**src/rtl/pc_update_sched_pkg.sv**
```systemverilog
// Shared types and defaults for the PC update scheduler.
// Holds the FSM state encoding, grant-source codes and parameter defaults.
package pc_sched_pkg;

    typedef enum logic [1:0] {
        ST_IDLE,
        ST_ISSUE,
        ST_WAIT
    } state_e;

    typedef enum logic [1:0] {
        SRC_NONE = 2'd0,
        SRC_TRAP = 2'd1,
        SRC_BR   = 2'd2,
        SRC_SEQ  = 2'd3
    } src_e;

    localparam int unsigned DEFAULT_PC_INC      = 4;
    localparam int unsigned DEFAULT_WAIT_CYCLES = 3;
    localparam int unsigned REDIRECT_CNT_W      = 16;

endpackage

```
**src/rtl/pc_update_sched_if.sv**
```systemverilog
// Request/response bundle between the PC update sources, the scheduler and the PC register.
// The scheduler takes the slave view; requesters and the PC register side take the master view.
interface pc_update_sched_if #(
    parameter int unsigned XLEN = 32
);

    logic            hold_i;
    logic            trap_valid_i;
    logic [XLEN-1:0] trap_target_i;
    logic            trap_ready_o;
    logic            br_valid_i;
    logic [XLEN-1:0] br_target_i;
    logic            br_ready_o;
    logic            seq_en_i;
    logic [XLEN-1:0] pc_i;
    logic            pc_we_o;
    logic [XLEN-1:0] pc_data_o;
    logic            busy_o;
    logic            commit_o;
    logic [1:0]      last_src_o;
    logic [15:0]     redirect_cnt_o;

    modport master (
        output hold_i, trap_valid_i, trap_target_i, br_valid_i, br_target_i, seq_en_i, pc_i,
        input  trap_ready_o, br_ready_o, pc_we_o, pc_data_o, busy_o, commit_o, last_src_o,
               redirect_cnt_o
    );

    modport slave (
        input  hold_i, trap_valid_i, trap_target_i, br_valid_i, br_target_i, seq_en_i, pc_i,
        output trap_ready_o, br_ready_o, pc_we_o, pc_data_o, busy_o, commit_o, last_src_o,
               redirect_cnt_o
    );

endinterface

```
**src/rtl/pc_commit_timer.sv**
```systemverilog
// Loadable down-counter timing how long the PC register needs to show a written value.
// done_o flags the last counted cycle (count == 1).
module pc_commit_timer #(
    parameter int unsigned Width = 2
) (
    input  logic             clk_i,
    input  logic             i_rst,
    input  logic             load_i,
    input  logic [Width-1:0] load_val_i,
    input  logic             dec_i,
    output logic             done_o
);

    logic [Width-1:0] count_q;

    always_ff @(posedge clk_i or negedge i_rst) begin
        if (!i_rst) begin
            count_q <= '0;
        end else if (load_i) begin
            count_q <= load_val_i;
        end else if (dec_i && (count_q != '0)) begin
            count_q <= count_q - 1'b1;
        end
    end

    assign done_o = (count_q == Width'(1));

endmodule

```
**src/rtl/pc_update_sched.sv**
```systemverilog
// Arbitrates trap, branch and sequential PC updates and issues one PC write at a time,
// holding further writes off until the PC register shows the new value.
module pc_update_sched
    import pc_sched_pkg::*;
#(
    parameter int unsigned XLEN        = 32,
    parameter int unsigned PC_INC      = DEFAULT_PC_INC,
    parameter int unsigned WAIT_CYCLES = DEFAULT_WAIT_CYCLES
) (
    input logic              clk_i,
    input logic              i_rst,
    pc_update_sched_if.slave bus
);

    localparam int unsigned CntW = $clog2(WAIT_CYCLES + 1);

    state_e                       state_q;
    logic                         pc_we_q;
    logic [XLEN-1:0]              pc_data_q;
    logic                         busy_q;
    logic                         commit_q;
    src_e                         last_src_q;
    logic [REDIRECT_CNT_W-1:0]    redirect_cnt_q;

    logic                         trap_ready;
    logic                         br_ready;
    src_e                         grant_src;
    logic [XLEN-1:0]              grant_data;
    logic                         timer_done;

    // Readies are gated by reset so nothing is ever accepted while i_rst is low.
    always_comb begin
        trap_ready = i_rst && (state_q == ST_IDLE) && !bus.hold_i;
        br_ready   = trap_ready && !bus.trap_valid_i;
        grant_src  = SRC_NONE;
        grant_data = '0;
        if (trap_ready && bus.trap_valid_i) begin
            grant_src  = SRC_TRAP;
            grant_data = bus.trap_target_i;
        end else if (br_ready && bus.br_valid_i) begin
            grant_src  = SRC_BR;
            grant_data = bus.br_target_i;
        end else if (br_ready && bus.seq_en_i) begin
            grant_src  = SRC_SEQ;
            grant_data = bus.pc_i + XLEN'(PC_INC);
        end
    end

    always_ff @(posedge clk_i or negedge i_rst) begin
        if (!i_rst) begin
            state_q        <= ST_IDLE;
            pc_we_q        <= 1'b0;
            pc_data_q      <= '0;
            busy_q         <= 1'b0;
            commit_q       <= 1'b0;
            last_src_q     <= SRC_NONE;
            redirect_cnt_q <= '0;
        end else begin
            pc_we_q  <= 1'b0;
            commit_q <= 1'b0;
            case (state_q)
                ST_IDLE: begin
                    if (grant_src != SRC_NONE) begin
                        state_q    <= ST_ISSUE;
                        pc_we_q    <= 1'b1;
                        busy_q     <= 1'b1;
                        pc_data_q  <= grant_data;
                        last_src_q <= grant_src;
                        if (grant_src inside {SRC_TRAP, SRC_BR}) begin
                            redirect_cnt_q <= redirect_cnt_q + 1'b1;
                        end
                    end
                end
                ST_ISSUE: begin
                    state_q <= ST_WAIT;
                end
                ST_WAIT: begin
                    if (timer_done) begin
                        state_q  <= ST_IDLE;
                        busy_q   <= 1'b0;
                        commit_q <= 1'b1;
                    end
                end
                default: begin
                    state_q <= ST_IDLE;
                end
            endcase
        end
    end

    pc_commit_timer #(
        .Width (CntW)
    ) u_timer (
        .clk_i      (clk_i),
        .i_rst      (i_rst),
        .load_i     (state_q == ST_ISSUE),
        .load_val_i (CntW'(WAIT_CYCLES)),
        .dec_i      (state_q == ST_WAIT),
        .done_o     (timer_done)
    );

    assign bus.trap_ready_o   = trap_ready;
    assign bus.br_ready_o     = br_ready;
    assign bus.pc_we_o        = pc_we_q;
    assign bus.pc_data_o      = pc_data_q;
    assign bus.busy_o         = busy_q;
    assign bus.commit_o       = commit_q;
    assign bus.last_src_o     = last_src_q;
    assign bus.redirect_cnt_o = redirect_cnt_q;

endmodule

```
**src/flat_wrapper.sv**
```systemverilog
// flat-port wrapper written by rule: the top's interface ports become plain ports
module pc_update_sched_flat import pc_sched_pkg::*;
#(
    parameter int unsigned XLEN        = 32,
    parameter int unsigned PC_INC      = DEFAULT_PC_INC,
    parameter int unsigned WAIT_CYCLES = DEFAULT_WAIT_CYCLES
)
  (clk_i, i_rst, bus_hold_i, bus_trap_valid_i, bus_trap_target_i, bus_br_valid_i, bus_br_target_i, bus_seq_en_i, bus_pc_i, bus_trap_ready_o, bus_br_ready_o, bus_pc_we_o, bus_pc_data_o, bus_busy_o, bus_commit_o, bus_last_src_o, bus_redirect_cnt_o);
  pc_update_sched_if #(.XLEN(XLEN)) bus_i ();
  input logic clk_i;
  input logic i_rst;
  input wire logic [$bits(bus_i.hold_i)-1:0] bus_hold_i;
  input wire logic [$bits(bus_i.trap_valid_i)-1:0] bus_trap_valid_i;
  input wire logic [$bits(bus_i.trap_target_i)-1:0] bus_trap_target_i;
  input wire logic [$bits(bus_i.br_valid_i)-1:0] bus_br_valid_i;
  input wire logic [$bits(bus_i.br_target_i)-1:0] bus_br_target_i;
  input wire logic [$bits(bus_i.seq_en_i)-1:0] bus_seq_en_i;
  input wire logic [$bits(bus_i.pc_i)-1:0] bus_pc_i;
  output wire logic [$bits(bus_i.trap_ready_o)-1:0] bus_trap_ready_o;
  output wire logic [$bits(bus_i.br_ready_o)-1:0] bus_br_ready_o;
  output wire logic [$bits(bus_i.pc_we_o)-1:0] bus_pc_we_o;
  output wire logic [$bits(bus_i.pc_data_o)-1:0] bus_pc_data_o;
  output wire logic [$bits(bus_i.busy_o)-1:0] bus_busy_o;
  output wire logic [$bits(bus_i.commit_o)-1:0] bus_commit_o;
  output wire logic [$bits(bus_i.last_src_o)-1:0] bus_last_src_o;
  output wire logic [$bits(bus_i.redirect_cnt_o)-1:0] bus_redirect_cnt_o;
  assign bus_i.hold_i = bus_hold_i;
  assign bus_i.trap_valid_i = bus_trap_valid_i;
  assign bus_i.trap_target_i = bus_trap_target_i;
  assign bus_i.br_valid_i = bus_br_valid_i;
  assign bus_i.br_target_i = bus_br_target_i;
  assign bus_i.seq_en_i = bus_seq_en_i;
  assign bus_i.pc_i = bus_pc_i;
  assign bus_trap_ready_o = bus_i.trap_ready_o;
  assign bus_br_ready_o = bus_i.br_ready_o;
  assign bus_pc_we_o = bus_i.pc_we_o;
  assign bus_pc_data_o = bus_i.pc_data_o;
  assign bus_busy_o = bus_i.busy_o;
  assign bus_commit_o = bus_i.commit_o;
  assign bus_last_src_o = bus_i.last_src_o;
  assign bus_redirect_cnt_o = bus_i.redirect_cnt_o;
  pc_update_sched #(.XLEN(XLEN), .PC_INC(PC_INC), .WAIT_CYCLES(WAIT_CYCLES)) u_core (.clk_i(clk_i), .i_rst(i_rst), .bus(bus_i));
endmodule
```
**config.mk**
```make
export PLATFORM = sky130hd
export DESIGN_NAME = pc_update_sched_flat
export DESIGN_NICKNAME = d
export VERILOG_FILES = /design/src/rtl/pc_update_sched_pkg.sv /design/src/rtl/pc_update_sched_if.sv /design/src/rtl/pc_commit_timer.sv /design/src/rtl/pc_update_sched.sv /design/src/flat_wrapper.sv
export SDC_FILE = /design/constraint.sdc
export NUM_CORES = 1
export LEC_CHECK = 0
export BUFFER_PORTS_ARGS = -buffer_cell sky130_fd_sc_hd__buf_2
export CORE_ASPECT_RATIO = 1.4
export CORE_MARGIN = 2
export CORE_UTILIZATION = 30
export CTS_BUF_LIST = sky130_fd_sc_hd__clkbuf_2
export CTS_CLUSTER_DIAMETER = 50
export DETAILED_ROUTE_END_ITERATION = 6
export SLEW_MARGIN = 10
export SYNTH_ARGS = -nofsm -noshare
export SYNTH_HDL_FRONTEND = slang
export SYNTH_HIERARCHICAL = 1
export SYNTH_SLANG_ARGS = --single-unit
export TNS_END_PERCENT = 100
```
**constraint.sdc**
```tcl
create_clock -name clk_i -period 9.2 [get_ports clk_i]
set_input_delay 0.92 -clock clk_i [delete_from_list [all_inputs] [get_ports clk_i]]
set_output_delay 0.92 -clock clk_i [all_outputs]
set_load 0.03 [all_outputs]
```
==> impl_metrics.py <==
metrics = {
    "status": {
        "status": "completed",
    },
    "drt": {
        "drt-initial-drc-count": 141,
        "finalWirelength_um": 10900,
        "drcViolationCount": 0,
        "routedWlPerCell_um": 16.1,
        "viasPerCell": 5.23,
        "vias": 3548,
        "ant_nets": 0,
        "dr.pass1.iters": 4,
    },
    "timing": {
        "slew_violations": 0,
        "final.setup_skew_ns": 0.0168,
        "hold_ws_ns": 0.481,
        "setup-tns-final_ns": 0,
        "rsz0062_at_grt": "false",
        "finalSetupViolCount": 0,
        "setup_ws_ns": 4.34,
        "tightest_slew_ns": 1.17,
        "clock.fmax_ghz": 0.206,
        "layout_min_cycle_time_ns": 4.86,
        "relSlewSlack_pct": 22.0,
        "final_hold_viol_count": 0,
        "fin_crit_sh_pct": 52.9,
    },
    "die": {
        "initial_core_util_pct": 30.5,
        "fp-row-count": 46,
        "ios": 157,
        "die_h_um": 130,
        "dieWidth_um": 94.3,
        "coreArea_um2": 11200,
        "die-area_um2": 12300,
    },
    "grt": {
        "grt_pass1_wl_um": 17200,
        "use_met3_pct": 3.67,
        "grt_use_met1_pct": 21.6,
        "grt_pass1_vias": 3533,
        "grt_max_degree": 61,
        "gr-max-usage-layer": "met2",
        "grt_use_met2_pct": 30.8,
        "gr-usage-all-layers_pct": 18.0,
        "grt-ovfl-total": 0,
        "antenna_found_initial": 1,
    },
    "layout": {
        "nFillCells": 1176,
        "instances_no_fill": 678,
        "drive_above_1_share_pct": 34.3,
        "fin_area_um2": 4430,
        "syn_to_final_growth_pct": 29.2,
        "nets": 636,
        "postLayoutCoreUtil_pct": 39.5,
    },
    "power_and_ir_drop": {
        "combPwrFrac_pct": 46.1,
        "p_int_mw": 0.550,
        "finalPower_mw": 1.01,
        "clkPwrFrac_pct": 15.4,
        "powerDensity_nw_per_um2": 229,
        "ir_drop_mv": 0.0876,
        "p_leak_nw": 2.12,
        "pwr-share-seq_pct": 38.5,
        "netSwitchingFraction_pct": 45.7,
        "switching_power_mw": 0.462,
    },
    "hold_path": {
        "min-delay-start": "u_core/bus.redirect_cnt_o[15]$_DFFE_PN0P_",
        "hold_path_depth": 1,
        "hold_path_end": "u_core/bus.redirect_cnt_o[15]$_DFFE_PN0P_",
        "hold_path.class": "register to register",
    },
    "worst_setup_path": {
        "r2r_slack_ns": 4.91,
        "cp.arrival_ns": 5.24,
        "rr_startpoint": "u_core/state_q[1]$_DFFE_PN0P_",
        "r2r_cells": 9,
        "setup.worst_path.start_class": "input port",
        "worst_setup_path_end_kind": "register",
        "required_ns": 9.58,
        "worstSetupPathType": "input port to register",
        "timing.rr.end": "u_core/bus.pc_data_o[9]$_DFFE_PN0P_",
        "crit_start": "i_rst",
        "cp_max_fo": 60,
    },
    "synthesis": {
        "synth-edff-count": 0,
        "syn-cell-area_um2": 3430,
        "ys_types": 49,
        "synth_xor_area_share_pct": 9.20,
        "async_flop_share_pct": 100,
        "synth-seq-area-share_pct": 41.6,
        "yosys_warnings": 6,
        "synth_top_family_by_area": "simple AND/OR/NAND/NOR gates",
        "muxShareOfSynthArea_pct": 0.328,
        "yosys.area_share.simple_pct": 25.1,
        "synthAdderAreaFrac_pct": 1.82,
        "syn_inst": 376,
        "ys.flop_type": "dfrtp_1",
        "avgSynthCellArea_um2": 9.12,
        "synth_compound_area_share_pct": 18.1,
        "synth_seq_cells": 57,
    },
    "place": {
        "io_buffers": 156,
        "dpl_worst_slack_ns": 3.75,
        "place_inst": 662,
        "dp_hpwl_um": 8450,
        "postPlaceCellArea_um2": 4330,
        "place.gp.congestion": 0.831,
    },
    "clock_tree": {
        "cts_buffer_depth": 2,
        "cts.sinks": 57,
        "clk_pin_slew_worst_paths_ns": 0.15,
        "cts_resized": 0,
        "holdBufCountCts": 0,
        "cts_tree": "built",
        "clock_latency_ns": 0.50,
        "post-cts-setup-buffer-count": 0,
        "clockRootBuffer": "clkbuf_2",
        "cts_buffers": 9,
        "cts.htree.levels": 3,
    },
    "flow_run": {
        "max_cap_viol_count": 0,
    },
}
[Yosys cell counts (2+ instances only)]
master,instances,share of area [%]
nor2_1,38,4.2
nor3_1,17,2.5
ha_1,5,1.8
and3_1,6,1.1
a21oi_1,11,1.6
a222oi_1,2,0.58
a22o_1,7,1.8
o211ai_1,2,0.44
o22ai_1,9,1.6
a21boi_0,2,0.44
a221oi_1,21,5.4
xnor2_1,19,4.9
o21ai_0,19,2.8
or4b_1,3,0.88
a22oi_1,4,0.88
nor4_1,10,1.8
dfrtp_1,57,42
or4_1,2,0.44
nand2b_1,2,0.36
nand3_1,17,2.5
nand2_1,26,2.8
o31a_1,3,0.77
or3_1,6,1.1
nand4_1,13,2.4
buf_6,2,0.66
or2_2,3,0.55
and2_1,4,0.73
clkbuf_1,12,1.3
inv_1,10,1.1
xor2_1,17,4.3
nor2b_1,4,0.73
and4_1,3,0.77
buf_2,3,0.44
o21ai_1,2,0.29
[cell type report]
class                           instances  area [µm²]  area share (%)
Sequential cell                        57        1430            32.2
Tap cell                              144         180            4.07
Antenna cell                            1        2.50          0.0565
Inverter                               10        37.5           0.848
Clock inverter                          4        45.0            1.02
Clock buffer                           11        55.1            1.24
Multi-Input combinational cell        292        1880            42.4
Timing Repair Buffer                  159         803            18.1
[power groups by stage]
stage | Sequential [mW] | Combinational, mW | Clock [mW]
after floorplan | 0.540 | 0.161 | 0
after global placement | 0.394 | 0.457 | 0
after detailed placement | 0.394 | 0.470 | 0
after CTS | 0.390 | 0.470 | 0.162
after global routing | 0.400 | 0.503 | 0.174
final | 0.389 | 0.467 | 0.156
[cells by family after synthesis]
logic type | Yosys count
muxes | 1
and+or+nand+nor | 160
other | 1
AOI/OAI and AO/OA | 88
buffers and inverters | 28
xor gates and xnor gates | 36
DFF | 57
adders and majority gates | 5
[metal layers]
metal	part of all wire, %	vias up	routed length (µm)
li1	-	1708	-
met5	0	-	0
met4	2.1	0	231
met1	39	1672	4320
met2	52	151	5660
met3	6.7	17	737
[critical path, cell delays in order]
cell and delay (ns):
buf_2 0.08, buf_4 0.57, or4b_1 0.65, nor3_4 0.72, nor2_1 0.14, ha_1 0.26
or3_1 0.33, inv_1 0.73, nand2_1 0.41, a221oi_1 0.31, nor3_1 0.10
[cell usage in the layout, fill, tap and decap left out, types with 4 or more instances in the layout]
cell type	instances
or3_1	6
nand4_1	13
nor3_1	17
a22oi_1	4
nor2_1	38
nor2b_1	4
nand3_1	17
xor2_1	17
nand2_1	26
a21oi_1	11
a22o_1	7
xnor2_1	19
ha_1	5
clkbuf_2	11
a221oi_1	21
dfrtp_1	57
and3_1	6
o21ai_0	19
inv_1	10
and2_1	4
o22ai_1	9
buf_2	156
nor4_1	10
[how the worst max path moves through the flow]
| stage | to | depth (start not counted) | slack (ns) |
|---|---|---|---|
| 5_1_grt | u_core/bus.pc_data_o[16]$_DFFE_PN0P_ | 11 | 3.94 |
| 2_1_floorplan | u_core/bus.redirect_cnt_o[8]$_DFFE_PN0P_ | 10 | 5.44 |
| 3_5_place_dp | u_core/bus.pc_data_o[9]$_DFFE_PN0P_ | 11 | 3.75 |
| 3_3_place_gp | u_core/bus.pc_data_o[8]$_DFFE_PN0P_ | 11 | 3.94 |
| 6_report | u_core/bus.pc_data_o[9]$_DFFE_PN0P_ | 11 | 4.34 |
| 4_1_cts | u_core/bus.pc_data_o[9]$_DFFE_PN0P_ | 11 | 4.33 |
[flip-flops by register name (all words and copies together), names as in the netlist]
register and count:
u_core/bus.pc_we_o 1, u_core/bus.last_src_o 2, u_core/state_q 2, u_core/bus.redirect_cnt_o 16
u_core/bus.pc_data_o 32, u_core/u_timer/count_q 2, u_core/bus.busy_o 1, u_core/bus.commit_o 1
(Power assumes the default switching activity.)
